==> src/rtl/eth_rx_port_arbiter.sv <==
// ============================================================================
//  Module      : eth_rx_port_arbiter
//  Description : Frame-granular round-robin arbiter sharing one AXI-Stream
//                parser ingress between NUM_PORTS MAC receive ports. The
//                grant is locked for a whole frame, each beat is tagged with
//                its source port, and frames longer than MAX_FRAME_BEATS are
//                cut short with a forced tlast while the rest is drained.
//  Revision    : 1.0 - initial release
// ============================================================================
`default_nettype none

module eth_rx_port_arbiter #(
   parameter int DATA_WIDTH      = 8,
   parameter int NUM_PORTS       = 4,
   parameter int MAX_FRAME_BEATS = 2048,
   parameter int PORT_W          = $clog2(NUM_PORTS)
) (
   input  logic                            clk,
   input  logic                            rst_n,
   input  logic [NUM_PORTS*DATA_WIDTH-1:0] s_axis_tdata,
   input  logic [NUM_PORTS-1:0]            s_axis_tvalid,
   output logic [NUM_PORTS-1:0]            s_axis_tready,
   input  logic [NUM_PORTS-1:0]            s_axis_tlast,
   output logic [DATA_WIDTH-1:0]           m_axis_tdata,
   output logic                            m_axis_tvalid,
   input  logic                            m_axis_tready,
   output logic                            m_axis_tlast,
   output logic [PORT_W-1:0]               m_axis_tid,
   output logic                            frame_start,
   output logic                            trunc_event
);

   localparam int                CNT_W    = $clog2(MAX_FRAME_BEATS + 1);
   localparam logic [CNT_W-1:0]  CNT_LAST = CNT_W'(MAX_FRAME_BEATS - 1);
   localparam logic [PORT_W-1:0] PORT_TOP = PORT_W'(NUM_PORTS - 1);

   typedef enum logic [1:0] {
      ST_IDLE  = 2'd0,
      ST_FWD   = 2'd1,
      ST_DRAIN = 2'd2
   } state_t;

   state_t                 state_q;
   logic [PORT_W-1:0]      grant_q;
   logic [PORT_W-1:0]      last_grant_q;
   logic [CNT_W-1:0]       beat_cnt_q;
   logic                   trunc_q;

   logic [DATA_WIDTH-1:0]  w_port_data [NUM_PORTS];
   logic [PORT_W-1:0]      w_pick;
   logic                   w_pick_vld;
   logic [PORT_W-1:0]      w_idx;
   logic                   w_in_vld;
   logic                   w_in_last;
   logic                   w_at_limit;
   logic                   w_fwd_hs;

   // Split the flat ingress data bus into one word per port
   generate
      for (genvar gi = 0; gi < NUM_PORTS; gi++) begin : g_split
         assign w_port_data[gi] = s_axis_tdata[gi*DATA_WIDTH +: DATA_WIDTH];
      end
   endgenerate

   assign w_in_vld   = s_axis_tvalid[grant_q];
   assign w_in_last  = s_axis_tlast[grant_q];
   assign w_at_limit = (beat_cnt_q == CNT_LAST);
   assign w_fwd_hs   = (state_q == ST_FWD) && w_in_vld && m_axis_tready;

   // Round-robin pick: first requester after last_grant; scanning from the far
   // end lets the nearest requester overwrite the others.
   always_comb begin
      w_pick     = '0;
      w_pick_vld = 1'b0;
      w_idx      = '0;
      for (int k = NUM_PORTS; k >= 1; k--) begin
         w_idx = PORT_W'((int'(last_grant_q) + k) % NUM_PORTS);
         if (s_axis_tvalid[w_idx]) begin
            w_pick     = w_idx;
            w_pick_vld = 1'b1;
         end
      end
   end

   // Zero-latency datapath mux and per-port ready steering
   always_comb begin
      s_axis_tready = '0;
      m_axis_tvalid = 1'b0;
      m_axis_tdata  = '0;
      m_axis_tlast  = 1'b0;
      m_axis_tid    = '0;
      frame_start   = 1'b0;
      case (state_q)
         ST_FWD: begin
            m_axis_tvalid          = w_in_vld;
            m_axis_tdata           = w_port_data[grant_q];
            m_axis_tid             = grant_q;
            m_axis_tlast           = w_in_last | w_at_limit;
            s_axis_tready[grant_q] = m_axis_tready;
            frame_start            = w_fwd_hs && (beat_cnt_q == '0);
         end
         ST_DRAIN: begin
            s_axis_tready[grant_q] = 1'b1;
         end
         default: ;
      endcase
   end

   assign trunc_event = trunc_q;

   // Frame FSM: arbitrate in IDLE, forward until tlast or length limit, drain
   always_ff @(posedge clk or negedge rst_n) begin
      if (!rst_n) begin
         state_q      <= ST_IDLE;
         grant_q      <= '0;
         last_grant_q <= PORT_TOP;
         beat_cnt_q   <= '0;
         trunc_q      <= 1'b0;
      end else begin
         trunc_q <= 1'b0;
         case (state_q)
            ST_IDLE: begin
               beat_cnt_q <= '0;
               if (w_pick_vld) begin
                  grant_q <= w_pick;
                  state_q <= ST_FWD;
               end
            end
            ST_FWD: begin
               if (w_fwd_hs) begin
                  beat_cnt_q <= beat_cnt_q + 1'b1;
                  if (w_in_last) begin
                     // A real tlast always wins, even on the limit beat
                     state_q      <= ST_IDLE;
                     last_grant_q <= grant_q;
                     beat_cnt_q   <= '0;
                  end else if (w_at_limit) begin
                     state_q <= ST_DRAIN;
                     trunc_q <= 1'b1;
                  end
               end
            end
            ST_DRAIN: begin
               if (w_in_vld && w_in_last) begin
                  state_q      <= ST_IDLE;
                  last_grant_q <= grant_q;
                  beat_cnt_q   <= '0;
               end
            end
            default: begin
               state_q <= ST_IDLE;
            end
         endcase
      end
   end

endmodule

`default_nettype wire

==> config.mk <==
export PLATFORM = sky130hd
export DESIGN_NAME = eth_rx_port_arbiter
export DESIGN_NICKNAME = d
export VERILOG_FILES = /design/src/rtl/eth_rx_port_arbiter.sv
export SDC_FILE = /design/constraint.sdc
export NUM_CORES = 1
export LEC_CHECK = 0
export ABC_CLOCK_PERIOD_IN_PS = 2300
export BUFFER_PORTS_ARGS = -buffer_cell sky130_fd_sc_hd__buf_2
export CORE_UTILIZATION = 30
export CTS_BUF_LIST = sky130_fd_sc_hd__clkbuf_8
export DETAILED_ROUTE_END_ITERATION = 10
export GPL_TIMING_DRIVEN = 1
export SLEW_MARGIN = 20
export SYNTH_ARGS = -nofsm -noshare
export SYNTH_HDL_FRONTEND = slang
export SYNTH_SLANG_ARGS = --single-unit
==> constraint.sdc <==
create_clock -name clk -period 2.3 [get_ports clk]
set_input_delay 0.23 -clock clk [delete_from_list [all_inputs] [get_ports clk]]
set_output_delay 0.23 -clock clk [all_outputs]
set_load 0.05 [all_outputs]
### After elaboration in Yosys (flattened, before gate mapping)

Index checks and enable logic that the tools add are counted.

| operators by class | value |
|---|---|
| divide/modulo/power cells | 0 |
| bitwise operators | 3 |
| order comparisons | 7 |
| shift-type cells | 0 |
| add/sub/neg operators | 5 |
| eq/ne operators | 8 |
| mux-type cells | 49 |
| reductions and logical operators | 13 |
| multiply operators | 0 |

Operators with widths:

| operator | count |
|---|---|
| $mux 12 | 3 |
| $pmux 12 s3 | 1 |
| $mux 2 | 13 |
| $mux 8 | 3 |
| $mux 1 | 18 |
| $bmux 8 s2 | 1 |
| $lt 2x3->1 const B | 5 |
| $add 12x1->12 const B | 1 |
| $bmux 1 s2 | 6 |
| $eq 12x11->1 const B | 1 |
| $logic_not 12->1 | 1 |
| $ne 2x2->1 const B | 4 |
| $pmux 4 s2 | 1 |
| $reduce_and 4->1 | 2 |
| $pmux 2 s3 | 1 |
| $logic_and 1x1->1 | 5 |
| $add 2x1->2 const B | 2 |
| $add 2x2->2 const B | 2 |
| $and 4x4->4 | 1 |
| $pmux 2 s2 | 1 |
| $ge 3x3->1 const B | 1 |
| $ne 3x3->1 const B | 1 |
| $not 2->3 | 1 |
| $reduce_and 3->1 | 1 |
| other kinds (9) | 9 |

| word-level totals | value |
|---|---|
| input bits | 43 |
| bits in latches | 0 |
| bits in read-only memories | 0 |
| word-level logic and storage cells | 90 |
| memories | 0 |
| register bits after elaboration | 19 |
| memory bits (writable) | 0 |
| output and inout port bits | 18 |

### Depth between registers and ports, before layout

| logic depth | value |
|---|---|
| depth after elaboration | 9 |
| gate-level depth with buffers | 9 |
| depth with buffers taken out | 7 |

### Worst setup path before layout

No wires, ideal clock.

| path | value |
|---|---|
| path kind | flip-flop to output port |
| from | reg state_q[1] |
| to | out s_axis_tready[0] |
| data required time | 2070 ps |
| path slack | -367 ps |
| stages on the path, launching flop included | 6 |
| data arrival time | 2437 ps |
| buffers on the path | 1 |
| cells stage by stage | dfrtp_1 inv_1 ha_1 clkbuf_1 a21oi_1 nor4_1 |

| on the way | value |
|---|---|
| cells in the longest elaborated chain, start to end | 2 |
| elaborated cells on any way between the ends | 3 |
| those cells by class | eq/ne: 2; mux: 1 |

Ends and longest elaborated chain:

| item | RTL line | RTL |
|---|---|---|
| start, declared | 43 | `state_t state_q;` |
| start signal, assigned | 114 | `state_q <= ST_IDLE;` |
| start signal, assigned | 126 | `state_q <= ST_FWD;` |
| start signal, assigned | 134 | `state_q <= ST_IDLE;` |
| $eq 2x2->1 / $eq 2x1->1 (equally long branches) | 93 | `case (state_q)` |
| $pmux 4 s2 * | 93 |  |
| end, declared | 22 | `output logic [NUM_PORTS-1:0] s_axis_tready,` |

Every way passes the cells marked *; elsewhere a longest branch is shown, timed or not.

### Worst setup path in the final report

| path | value |
|---|---|
| from | reg grant_q[0] |
| to | out frame_start |

| on the way | value |
|---|---|
| cells in the longest elaborated chain, start to end | 6 |

Ends and longest elaborated chain:

| item | RTL line | RTL |
|---|---|---|
| start, declared | 44 | `logic [PORT_W-1:0] grant_q;` |
| start signal, assigned | 125 | `grant_q <= w_pick;` |
| $bmux 1 s2 | 65 | `assign w_in_vld = s_axis_tvalid[grant_q];` |
| $mux 1 (not written as such) | 65 |  |
| $logic_and 1x1->1 (2 in series) | 68 | `assign w_fwd_hs = (state_q == ST_FWD) && w_in_vld && m_axis_tready;` |
| $logic_and 1x1->1 | 100 | `frame_start = w_fwd_hs && (beat_cnt_q == '0);` |
| $mux 1 | 93 |  |
| end, declared | 29 | `output logic frame_start,` |

No other way between the ends. The select of a mux whose other input is x is not followed.

==> results.cfg <==
[run_status]
status = complete, no violations

[yosys]
synthXorXnorAreaFrac = 0
ys_types = 38
syn-instance-count = 177
synth-edff-count = 0
avgSynthCellArea_um2 = 8.94
syn_area_um2 = 1580
synth.largest_area_cell = dfrtp_1
synth_nets = 225
yosys.area_share.simple = 0.240
yosysWarningCount = 0
synth_compound_area_frac = 0.197
ys_seq_area_frac = 0.302
synth_top_family_by_area = simple AND/OR/NAND/NOR gates
async_flop_share = 1.00
synth-adder-area-share = 0.0396
yosys_register_bits = 19
synth.top_cells.by_area = dfrtp_1, mux4_2, o21ai_0
yosysTopAreaCellShare = 0.269
synth.area.mux_share = 0.161
yosys_most_used_dff = dfrtp_1

[cells_and_area]
fillCellCount = 533
final_cell_mix = buf_2, o21ai_0, nand2_1, dfrtp_1, and2_1
area_growth_syn_to_layout_pct = 27.4
multi_input_area_um2 = 1020
final_nets = 285
regArea_um2 = 478
antennaDiodeCount = 0
fin_util = 0.394
drive_gt1_frac = 0.369
layout_commonest_cell = buf_2

[worst_setup_path]
crit_path_top_delay_cell = mux4_2
slowest_delay_ns = 0.66
critPathMaxFanout = 7
crit_required_ns = 2.07
crit_type = reg -> out
cp-start-kind = register
worstPathCellList = mux4_2, nand3_1, nor2_1, buf_2
endpoint_kind = primary output
arrival_ns = 1.94

[clock_tree]
clkTransAtPathRegs_ns = 0.07
cts.path.max_buffers = 2
root_buffer = clkbuf_8
clock_latency_ns = 0.27
cts_sinks = 19
cts_buffers = 3
htreeDepth = 1
post_cts.repair.setup_buffers = 0
cts_tree = done

[timing]
period_share = 0.942
relSlewSlack = 0.647
max_freq_mhz = 462
rsz0062_at_grt = false
finalHoldViolCount = 0
worst_pin_slew_ns = 0.524
skew_ns = 0.00651
setup_viol = 0
drv_slew = 0
period_minus_slack_ns = 2.17
finalSetupTns_ns = 0

[route]
drc = 0
antenna_left = 0
via_per_inst = 5.14
via_count = 1572
wl_per_cell_um = 12.7
routed_wl_um = 3870
drtPass1Iterations = 4
drt_iter0_markers = 58

[power_and_ir_drop]
cellPowerDensity_nw_per_um2 = 1150
p_leak_nw = 0.941
ir_drop_uv = 583

[die]
rows = 26
ios = 61
dieArea_um2 = 5570
core_region_area_um2 = 5110
die_h_um = 74.6
die_x_um = 74.6
start_util = 0.310

[global_route]
grtUsageTotal = 0.141
grt_pass1_vias = 1407
antenna_found_initial = 0
grt_pass1_wl_um = 6060
overflow = 0
grt_max_degree = 20

[min_path]
hp-class = in -> reg

[placed_design]
routabilityCongestion = 0.848
dpl.hpwl_um = 3040
numPortBuffers = 60

[job]
max-cap-violations = 0
## power breakdown
part / internal [mW] / switching, mW
Combinational: 0.559 / 1.05
Clock: 0.119 / 0.115
Sequential: 0.400 / 0.0686
Total: 1.08 / 1.23
## layout make-up
type / count / area share
Timing Repair Buffer: 66 / 0.173
Inverter: 9 / 0.0168
Multi-Input combinational cell: 138 / 0.507
Tap cell: 70 / 0.0435
Clock inverter: 1 / 0.00186
Clock buffer: 3 / 0.0205
Sequential cell: 19 / 0.237
## Yosys cell counts (2+ instances only)
cell	number
ha_1	5
nor3_1	2
nand3_1	7
buf_6	2
and2_1	12
and3_1	4
o21ai_0	18
inv_1	9
a21o_1	2
a21oi_1	9
nor4_1	5
buf_2	4
nor2_1	12
nand2_1	17
dfstp_2	2
dfrtp_1	17
mux4_1	2
nand4_1	5
clkbuf_1	3
o21ai_1	3
nand2b_1	3
mux4_2	8
a31oi_1	11
## metal layers
metal / GRT usage / share of wire / vias to the layer above
met5: 0 / 0 / -
met1: 0.163 / 0.45 / 734
li1: - / - / 775
met3: 0.0244 / 0.063 / 5
met2: 0.259 / 0.48 / 58
met4: 0.0503 / 0.011 / 0
## worst max-delay path, delay by kind of cell (launching register included)
family | cells | cell delay, ns
DFF | 1 | 0.51
muxes | 1 | 0.66
and+or+nand+nor | 2 | 0.29
buffers and inverters | 1 | 0.21
## kinds of logic after synthesis
kind of cell,Yosys count
buffers and inverters,20
DFF,19
AOI/OAI and AO/OA,49
muxes,12
and+or+nand+nor,72
adders and majority gates,5
## worst paths after layout
path | from | endpoint | slack (ns) | depth (start not counted)
setup / recovery | grant_q[0]$_DFFE_PN0P_ | frame_start | 0.13 | 4
hold / removal | s_axis_tvalid[2] | grant_q[1]$_DFFE_PN0P_ | 0.34 | 3
setup reg to reg | grant_q[0]$_DFFE_PN0P_ | state_q[0]$_DFFE_PN0P_ | 0.26 | 5
hold reg to reg | beat_cnt_q[11]$_DFFE_PN0P_ | beat_cnt_q[11]$_DFFE_PN0P_ | 0.50 | 1
max in group asynchronous | rst_n | last_grant_q[1]$_DFFE_PN1P_ | 1.53 | 2
min in group asynchronous | rst_n | beat_cnt_q[0]$_DFFE_PN0P_ | 0.43 | 2
## per-stage QoR
step                instance area (um^2)  setup WS (ns)  hold WS [ns]  cells  total power, mW
finish                              2010          0.133         0.339    306             2.31
global route                        2010         0.0309         0.377    306             2.49
CTS                                 2010          0.120         0.341    306             2.33
detailed placement                  1950          0.255         0.202    301             2.09
global placement                    1950          0.281         0.208    301             2.08
floorplan                           1590          0.193       -0.0656    177             1.78
## sequential cells by signal, summed over array words and instances (netlist names)
register      flops
last_grant_q      2
trunc_event       1
grant_q           2
state_q           2
beat_cnt_q       12
## what timing repair did
action	CTS	global route
endpoints found under the setup margin	0	1
hold endpoints to repair	17	0
resized for setup	0	1
hold buffers	1	0
(Power assumes the default switching activity.)
